`config.mk`:
```
export PLATFORM = sky130hd
export DESIGN_NAME = fwd_scoreboard_flat
export DESIGN_NICKNAME = d
export VERILOG_FILES = /design/src/rtl/fwd_scoreboard_if.sv /design/src/rtl/fwd_scoreboard.sv /design/src/flat_wrapper.sv
export SDC_FILE = /design/constraint.sdc
export NUM_CORES = 1
export LEC_CHECK = 0
export CAP_MARGIN = 20
export CORE_MARGIN = 3
export CORE_UTILIZATION = 52
export DETAILED_ROUTE_END_ITERATION = 8
export GPL_ROUTABILITY_DRIVEN = 0
export PLACE_DENSITY = 0.83
export REMOVE_ABC_BUFFERS = 1
export SETUP_SLACK_MARGIN = 0.4
export SKIP_CTS_REPAIR_TIMING = 1
export SYNTH_ARGS = -nofsm -noshare
export SYNTH_HDL_FRONTEND = slang
export SYNTH_SLANG_ARGS = --single-unit
```
`constraint.sdc`:
```
create_clock -name clk -period 3.7 [get_ports clk]
set_input_delay 0.555 -clock clk [delete_from_list [all_inputs] [get_ports clk]]
set_output_delay 0.555 -clock clk [all_outputs]
set_load 0.05 [all_outputs]
```
`src/rtl/fwd_scoreboard_if.sv`:
```
// Forwarding scoreboard bus: issue/query request from the ID stage and the
// resulting forward selects, stall and occupancy back to the pipeline.
// Parameters must match the ones given to fwd_scoreboard.
interface fwd_scoreboard_if #(
  parameter int NUM_REGS = 32,
  parameter int NUM_SRC  = 2,
  parameter int DEPTH    = 3
);
  localparam int RW = $clog2(NUM_REGS);
  localparam int SW = $clog2(DEPTH);
  localparam int OW = $clog2(DEPTH + 1);

  logic                  hold;
  logic                  flush;
  logic                  issue_valid;
  logic [1:0]            issue_kind;
  logic [RW-1:0]         issue_rd;
  logic [NUM_SRC-1:0]    src_used;
  logic [NUM_SRC*RW-1:0] src_rs;
  logic [NUM_SRC*SW-1:0] fwd_sel;
  logic                  stall;
  logic [OW-1:0]         occupancy;

  // Pipeline side: drives the ID instruction, consumes selects and stall.
  modport master (
    output hold, flush, issue_valid, issue_kind, issue_rd, src_used, src_rs,
    input  fwd_sel, stall, occupancy
  );

  // Scoreboard side.
  modport slave (
    input  hold, flush, issue_valid, issue_kind, issue_rd, src_used, src_rs,
    output fwd_sel, stall, occupancy
  );
endinterface

```
`src/rtl/fwd_scoreboard.sv`:
```
// Forwarding scoreboard: shift register of in-flight register writers, one
// entry per stage from EX (entry 0) to WB (entry DEPTH-1). Resolves the
// forward source of every ID operand and raises a load-use stall when the
// producer's data is not yet forwardable.
// Optional: define FWD_SB_STATS_EN to add saturating stat_stalls/stat_fwds.
module fwd_scoreboard #(
  parameter int NUM_REGS   = 32,
  parameter int NUM_SRC    = 2,
  parameter int DEPTH      = 3,
  parameter int LOAD_READY = 2
) (
  input  logic              clk,
  input  logic              rst,
  fwd_scoreboard_if.slave   bus
`ifdef FWD_SB_STATS_EN
  ,
  output logic [31:0]       stat_stalls,
  output logic [31:0]       stat_fwds
`endif
);
  localparam int RW = $clog2(NUM_REGS);
  localparam int SW = $clog2(DEPTH);
  localparam int OW = $clog2(DEPTH + 1);

  typedef enum logic [1:0] {
    KIND_NONE  = 2'd0,
    KIND_ALU   = 2'd1,
    KIND_LOAD  = 2'd2,
    KIND_LOAD3 = 2'd3
  } kind_e;

  // rdy_stage: first stage position from which the result can be forwarded.
  typedef struct packed {
    logic          valid;
    logic [RW-1:0] rd;
    logic [SW-1:0] rdy_stage;
  } entry_t;

  entry_t                sb_q [DEPTH];
  entry_t                sb_d [DEPTH];
  logic [OW-1:0]         occ_q;
  logic [OW-1:0]         occ_d;
  logic [NUM_SRC-1:0]    blocked;
  logic [NUM_SRC*SW-1:0] fwd_sel_c;
  logic                  stall_c;

  // Per-source lookup: youngest matching writer decides the forward source.
  always_comb begin
    logic [RW-1:0] rs;
    logic          hit;
    logic [SW-1:0] hit_pos;
    logic [SW-1:0] hit_rdy;
    logic [SW-1:0] pos;
    // NOTE: every always_comb output gets a default first so no latch is inferred.
    blocked   = '0;
    fwd_sel_c = '0;
    rs        = '0;
    hit       = 1'b0;
    hit_pos   = '0;
    hit_rdy   = '0;
    pos       = '0;
    for (int k = 0; k < NUM_SRC; k++) begin
      rs      = bus.src_rs[k*RW +: RW];
      hit     = 1'b0;
      hit_pos = '0;
      hit_rdy = '0;
      // Scan oldest to youngest so the lowest index overrides older matches.
      for (int i = DEPTH - 1; i >= 0; i--) begin
        if (sb_q[i].valid && sb_q[i].rd == rs) begin
          hit     = 1'b1;
          hit_pos = SW'(i);
          hit_rdy = sb_q[i].rdy_stage;
        end
      end
      pos = hit_pos + SW'(1);
      // A WB match is written to the regfile this edge, so read the regfile.
      if (bus.src_used[k] && rs != '0 && hit && hit_pos != SW'(DEPTH - 1)) begin
        if (pos >= hit_rdy) fwd_sel_c[k*SW +: SW] = pos;
        else                blocked[k] = 1'b1;
      end
    end
  end

  assign stall_c       = bus.issue_valid & (|blocked) & ~bus.flush;
  assign bus.stall     = stall_c;
  assign bus.fwd_sel   = fwd_sel_c;
  assign bus.occupancy = occ_q;

  // Next scoreboard contents: shift by one stage, insert the issuing writer or a bubble.
  always_comb begin
    occ_d           = '0;
    sb_d[0].valid   = bus.issue_valid & ~stall_c & ~bus.flush &
                      (bus.issue_kind != KIND_NONE) & (bus.issue_rd != '0);
    sb_d[0].rd      = bus.issue_rd;
    sb_d[0].rdy_stage = (bus.issue_kind == KIND_ALU) ? SW'(1) : SW'(LOAD_READY);
    for (int i = 1; i < DEPTH; i++) sb_d[i] = sb_q[i-1];
    for (int i = 0; i < DEPTH; i++) occ_d = occ_d + OW'(sb_d[i].valid);
  end

  // Scoreboard register: advances unless the downstream pipeline holds.
  always_ff @(posedge clk or negedge rst) begin
    if (!rst) begin
      // NOTE: the entry array is a handful of flops whose valid bits must start clear, so it is reset.
      for (int i = 0; i < DEPTH; i++) sb_q[i] <= '0;
      occ_q <= '0;
    end else if (!bus.hold) begin
      // NOTE: sequential state uses non-blocking assignments only.
      for (int i = 0; i < DEPTH; i++) sb_q[i] <= sb_d[i];
      occ_q <= occ_d;
    end
  end

`ifdef FWD_SB_STATS_EN
  logic issue_accept;
  assign issue_accept = bus.issue_valid & ~stall_c & ~bus.flush & ~bus.hold;

  // Saturating event counters: real stall cycles and issues that used forwarding.
  always_ff @(posedge clk or negedge rst) begin
    if (!rst) begin
      stat_stalls <= '0;
      stat_fwds   <= '0;
    end else begin
      if (stall_c && !bus.hold && stat_stalls != '1) stat_stalls <= stat_stalls + 32'd1;
      if (issue_accept && (|fwd_sel_c) && stat_fwds != '1) stat_fwds <= stat_fwds + 32'd1;
    end
  end
`endif
endmodule

```
`src/flat_wrapper.sv`:
```
// flat-port wrapper written by rule: the top's interface ports become plain ports
module fwd_scoreboard_flat 
#(
  parameter int NUM_REGS   = 32,
  parameter int NUM_SRC    = 2,
  parameter int DEPTH      = 3,
  parameter int LOAD_READY = 2
)
  (clk, rst, bus_hold, bus_flush, bus_issue_valid, bus_issue_kind, bus_issue_rd, bus_src_used, bus_src_rs, bus_fwd_sel, bus_stall, bus_occupancy);
  fwd_scoreboard_if #(.NUM_REGS(NUM_REGS), .NUM_SRC(NUM_SRC), .DEPTH(DEPTH)) bus_i ();
  input  logic clk;
  input  logic rst;
  input wire logic [$bits(bus_i.hold)-1:0] bus_hold;
  input wire logic [$bits(bus_i.flush)-1:0] bus_flush;
  input wire logic [$bits(bus_i.issue_valid)-1:0] bus_issue_valid;
  input wire logic [$bits(bus_i.issue_kind)-1:0] bus_issue_kind;
  input wire logic [$bits(bus_i.issue_rd)-1:0] bus_issue_rd;
  input wire logic [$bits(bus_i.src_used)-1:0] bus_src_used;
  input wire logic [$bits(bus_i.src_rs)-1:0] bus_src_rs;
  output wire logic [$bits(bus_i.fwd_sel)-1:0] bus_fwd_sel;
  output wire logic [$bits(bus_i.stall)-1:0] bus_stall;
  output wire logic [$bits(bus_i.occupancy)-1:0] bus_occupancy;
  assign bus_i.hold = bus_hold;
  assign bus_i.flush = bus_flush;
  assign bus_i.issue_valid = bus_issue_valid;
  assign bus_i.issue_kind = bus_issue_kind;
  assign bus_i.issue_rd = bus_issue_rd;
  assign bus_i.src_used = bus_src_used;
  assign bus_i.src_rs = bus_src_rs;
  assign bus_fwd_sel = bus_i.fwd_sel;
  assign bus_stall = bus_i.stall;
  assign bus_occupancy = bus_i.occupancy;
  fwd_scoreboard #(.NUM_REGS(NUM_REGS), .NUM_SRC(NUM_SRC), .DEPTH(DEPTH), .LOAD_READY(LOAD_READY)) u_core (.clk(clk), .rst(rst), .bus(bus_i));
endmodule
```
; Word level (Yosys, flattened, before mapping)
; Cells that the tools add are included.
[op_classes]
reduce_logical = 17
mul = 0
bitwise = 8
n_shift = 0
order_cmp = 2
div_mod_pow = 0
muxes = 27
eq_ne = 9
n_addsub = 4
[ops]
columns = operator, count
row1 = 2-bit two-way mux, 17
row2 = 5-bit == test, 6
row3 = 5-bit nonzero test, 3
row4 = 1-bit logical AND, 12
row5 = 1-bit two-way mux, 10
row6 = 1-bit bitwise AND, 6
row7 = 2-bit by 1-bit adder with 2-bit output (second input constant), 2
row8 = 2-bit greater-or-equal comparator, 2
row9 = 2-bit inequality test (second input constant), 2
row10 = 1-bit by 1-bit adder with 2-bit output, 1
row11 = 2-bit by 1-bit adder with 2-bit output, 1
row12 = 2-bit by 1-bit == test with 1-bit output (second input constant), 1
row13 = 1-bit inverter, 2
row14 = 2-bit nonzero test, 1
row15 = 2-bit OR reduction, 1
[word_totals]
memories = 0
mem_bits_ro = 0
out_inout_bits = 7
latch_bits = 0
reg_bits = 26
ramBits = 0

; Depth between registers and ports, before layout
[depth]
word_depth = 19
mapped_depth = 13

; Worst setup path after synthesis
; No wires, ideal clock.
[synth_path]
path_type = input -> output
startpoint = input bus_src_rs[0]
endpoint = output bus_fwd_sel[1]
t_required_ns = 3.145
t_arrival_ns = 3.537
stages = 9
path_slack_ns = -0.392
n_path_buf = 0
path_cell_list = xor2_1 -> nor4_1 -> and3_1 -> nand2b_1 -> ha_1 -> inv_1 -> ha_1 -> a21oi_1 -> nor4_1
[synth_via]
elab_chain_cells = 9
[synth_lines]
columns = item, line_no
row1 = "start, declared", flat_wrapper.sv:19  ; input wire logic [$bits(bus_i.src_rs)-1:0] bus_src_rs;
row2 = 5-bit == test, fwd_scoreboard.sv:69  ; if (sb_q[i].valid && sb_q[i].rd == rs) begin
row3 = 1-bit logical AND, fwd_scoreboard.sv:69
row4 = 2-bit two-way mux (3 in a row), fwd_scoreboard.sv:69
row5 = 2-bit by 1-bit adder with 2-bit output, fwd_scoreboard.sv:75  ; pos = hit_pos + SW'(1);
row6 = 2-bit greater-or-equal comparator, fwd_scoreboard.sv:78  ; if (pos >= hit_rdy) fwd_sel_c[k*SW +: SW] = pos;
row7 = 2-bit two-way mux, fwd_scoreboard.sv:78
row8 = 2-bit two-way mux *, fwd_scoreboard.sv:77  ; if (bus.src_used[k] && rs != '0 && hit && hit_pos != SW'(DEPTH - 1)) begin
row9 = "end, declared", flat_wrapper.sv:20  ; output wire logic [$bits(bus_i.fwd_sel)-1:0] bus_fwd_sel;
; Every way passes the cells marked *; elsewhere a longest branch is shown, timed or not.

; Worst setup path after layout
[layout_path]
startpoint = input bus_src_rs[1]
endpoint = output bus_stall
[layout_via]
elab_chain_cells = 12
[layout_lines]
columns = item, line_no
row1 = 5-bit == test, fwd_scoreboard.sv:69
row2 = 1-bit logical AND, fwd_scoreboard.sv:69
row3 = 2-bit two-way mux (3 in a row), fwd_scoreboard.sv:69
row4 = 2-bit by 1-bit adder with 2-bit output, fwd_scoreboard.sv:75
row5 = 2-bit greater-or-equal comparator, fwd_scoreboard.sv:78
row6 = 1-bit two-way mux, fwd_scoreboard.sv:78
row7 = 1-bit two-way mux *, fwd_scoreboard.sv:77
row8 = 2-bit OR reduction *, fwd_scoreboard.sv:84  ; assign stall_c = bus.issue_valid & (|blocked) & ~bus.flush;
row9 = 1-bit bitwise AND * (2 in a row), fwd_scoreboard.sv:84
row10 = "end, declared", flat_wrapper.sv:21  ; output wire logic [$bits(bus_i.stall)-1:0] bus_stall;
; Marks and branches as above.

==> flow_metrics.tcl <==
set metrics [dict create \
    status "complete, but fails checks" \
    violations "setup timing" \
    h-tree-depth 1 \
    cts_buffer_depth 2 \
    utilization_pct 89.2 \
    wl_mm 6.76 \
    ios 31 \
    ys_seq_elements 26 \
    dieArea_sq_mm 0.00409 \
    synth-seq-area-share_pct 37.2 \
    via_per_inst 6.29 \
    cts_tree "done" \
    rows 20 \
    holdCritPathClass "input port to async pin" \
    core_sq_mm 0.00313 \
    grt_max_degree 31 \
    dr.pass1.iters 5 \
    avgSynthCellArea_sq_um 10.3 \
    drive_gt1_share_pct 47.1 \
    crit_path_max_fanout 4 \
    cts_sinks 26 \
    area_growth_pct 59.7 \
    powerDensity_mw_per_mm2 301 \
    gr-usage-all-layers_pct 24.0 \
    cts_buffers 3 \
    max_stage_delay_ns 0.51 \
    crit_path_top_delay_cell "clkdlybuf4s50_1" \
    synth_area_sq_mm 0.00175 \
    endpoint_kind "output pin" \
    rsz0062_at_grt "yes" \
    startpoint "bus_src_rs[1]" \
    arrival_ns 3.21 \
    p_leak_nw 1.28 \
    drv_slew 0 \
    setup-violations-final 1 \
    path_cells "clkdlybuf4s50_1 -> xor2_1 -> nor4_2 -> and3_1 -> buf_4 -> and3_1 -> o31ai_4 -> ha_4 -> a211oi_2 -> o31a_4 -> o21ba_4 -> buf_12" \
    die_height_um 64.0 \
    cts_root_buf "clkbuf_4" \
    rr_worst_depth 13 \
    worst-path-buf-inv 3 \
    slew_headroom_pct 55.6 \
    timing.fmax_ghz 0.266 \
    ir_drop_uv 263 \
    clock_skew_ns 0.00755 \
    tightest_slew_ns 0.658 \
    yosys.area.top_type "dfrtp_1" \
    async_reset_ff_share_pct 100 \
    ys_warn_count 0 \
    cp-start-kind "input port" \
    grt_pass1_wl_mm 7.71 \
    yosys-top-cells-area "dfrtp_1, mux2_2, xor2_1" \
    ys_types 32 \
    seq_area_sq_um 656 \
    hpwl_mm 3.53 \
    synth_edf_count 0 \
    synthFlopType "dfrtp_1" \
    grt_pass1_vias 1635 \
    critPathRequiredTime_ns 3.14 \
    rr_startpoint "u_core.sb_d[5]$_DFFE_PN0N_" \
    crit_type "input port to output pin" \
    worst-path-stages 12 \
    ant_nets 0 \
    worst_slack_ns -0.0622 \
    drv_cap 0 \
    antennaDiodeCount 0 \
    fin_crit_sh_pct 102 \
    drtIter0Drc 158 \
    fillers 121 \
    via_count 1773 \
    hold_viol_final 0 \
    cpMostUsedCell "and3_1" \
    fp.dieW_um 64.0 \
    synth_cells 169 \
    antenna_found_initial 0 \
    setup_tns_ns -0.0622 \
    path_clk_slew_ns 0.15 \
    path_delay_family "compound AO/OA/AOI/OAI gates" \
    fin_nets 270 \
    post-route-min-period_ns 3.76 \
    synth_top_area_share_pct 37.2 \
    multi_input_area_sq_mm 0.00129 \
    drc 0 \
    gr-total-overflow 0 \
    clkLatencyLatePin_ns 0.34 \
    io_buffers 30 \
    routedWlPerCell_um 24.0 \
    start_util_pct 55.9 \
]
[placed cells by master, fill, tap and decap left out, types with 2 or more instances in the layout]
cell / Yosys / layout
a21oi_1: 5 / 3
or4_1: 3 / 3
buf_12: 0 / 5
nor2_2: 0 / 3
and3_1: 8 / 4
mux2_2: 21 / 20
dlymetal6s2s_1: 0 / 8
and4_1: 2 / 2
nand3_2: 0 / 2
a211oi_2: 0 / 2
o31ai_4: 0 / 2
buf_6: 1 / 2
mux2i_1: 2 / 2
and3_2: 0 / 2
inv_1: 6 / 4
nor3_1: 5 / 3
nor2b_1: 2 / 2
nor3_4: 0 / 2
buf_16: 0 / 2
buf_4: 0 / 36
xor2_1: 24 / 24
clkdlybuf4s50_1: 0 / 16
dfrtp_2: 0 / 4
nand2b_4: 0 / 4
ha_4: 0 / 4
clkbuf_4: 0 / 3
and3_4: 0 / 2
nor2_1: 6 / 2
inv_2: 0 / 2
xnor2_1: 6 / 6
nor4_1: 8 / 3
ha_1: 6 / 2
dfrtp_1: 26 / 22
nor4_2: 0 / 4
o21ai_1: 2 / 4
nand2_1: 9 / 8
o21ai_0: 5 / 3
[power by group]
part / internal [mW] / switching, mW / total (mW)
clock network: 0.110 / 0.0930 / 0.203
registers: 0.323 / 0.0581 / 0.381
logic: 0.130 / 0.126 / 0.256
[worst reg2reg max path, cell delays in order (launching register included)]
cell and delay, ns:
dfrtp_1 0.44, buf_4 0.15, xor2_1 0.16, nor4_2 0.40, nand3_2 0.21, and3_1 0.26, o31ai_4 0.24, ha_4 0.26
a211oi_2 0.26, o31a_4 0.21, buf_4 0.13, nor3_4 0.04, fa_1 0.45, mux2_4 0.28
[routing by layer]
metal | track usage [%] | part of all wire [%] | wire length, um | vias up
met5 | 0 | 0 | 0 | -
met4 | 9.16 | 5.7 | 382 | 0
met3 | 3.51 | 6.3 | 424 | 36
met1 | 29.5 | 37 | 2490 | 863
li1 | - | - | - | 746
met2 | 41.9 | 51 | 3460 | 128
[path summary, 6_finish.rpt]
kind                                                  endpoint  slack, ns
max                                                  bus_stall      -0.06
min                                 u_core.sb_d[8]$_DFFE_PN0N_       0.51
max reg2reg                u_core.bus.occupancy[0]$_DFFE_PN0N_       0.14
min reg2reg                         u_core.sb_d[1]$_DFFE_PN0N_       0.52
max in group asynchronous           u_core.sb_d[2]$_DFFE_PN0N_       2.72
min in group clk                    u_core.sb_d[1]$_DFFE_PN0N_       0.52
[per-stage QoR]
| stage | cells | power [mW] | area, sq um | hold WS (ns) | setup WS (ns) |
|---|---|---|---|---|---|
| after floorplan | 164 | 0.473 | 1720 | 0.259 | -0.392 |
| after global placement | 261 | 0.556 | 2300 | 0.463 | -0.279 |
| after detailed placement | 261 | 0.569 | 2300 | 0.474 | -0.400 |
| after CTS | 265 | 0.766 | 2350 | 0.506 | -0.385 |
| after global routing | 282 | 0.868 | 2790 | 0.511 | -0.128 |
| final | 282 | 0.840 | 2790 | 0.507 | -0.0622 |
[Yosys cell counts, types with 2 or more instances]
library cell	number
nand3_1	2
o31ai_1	2
dfrtp_1	26
nor2b_1	2
o21ai_1	2
inv_1	6
and4_1	2
mux2_2	21
and3_1	8
nand2b_1	5
nor3_1	5
xor2_1	24
nor4_1	8
or4_1	3
clkbuf_1	3
ha_1	6
nor2_1	6
o21ai_0	5
a211oi_1	2
nand2_1	9
a21oi_1	5
mux2i_1	2
xnor2_1	6
[final cells by class]
type	instances	area share, %
inverters	6	0.807
repair buffers	70	25.5
well taps	44	1.97
clock inverters	1	1.08
flip-flops and latches	26	23.5
clock buffers	3	0.807
multi-input cells	132	46.3
[cell families (layout without fill, tap and decap cells)]
kind of cell,Yosys count,in the layout,share of synthesized area [%]
AND/OR/NAND/NOR,51,51,16.2
XOR/XNOR,30,30,15.0
adder cells (fa/ha/maj),7,7,5.44
flip-flops,26,26,37.2
AO/OA/AOI/OAI,21,21,8.59
buffers and inverters,11,80,2.86
multiplexers,23,23,14.7
[state kept, by name (all words and copies together) (netlist names)]
name                  count
u_core.sb_d              16
u_core.sb_q               8
u_core.bus.occupancy      2
(Power assumes the default switching activity.)
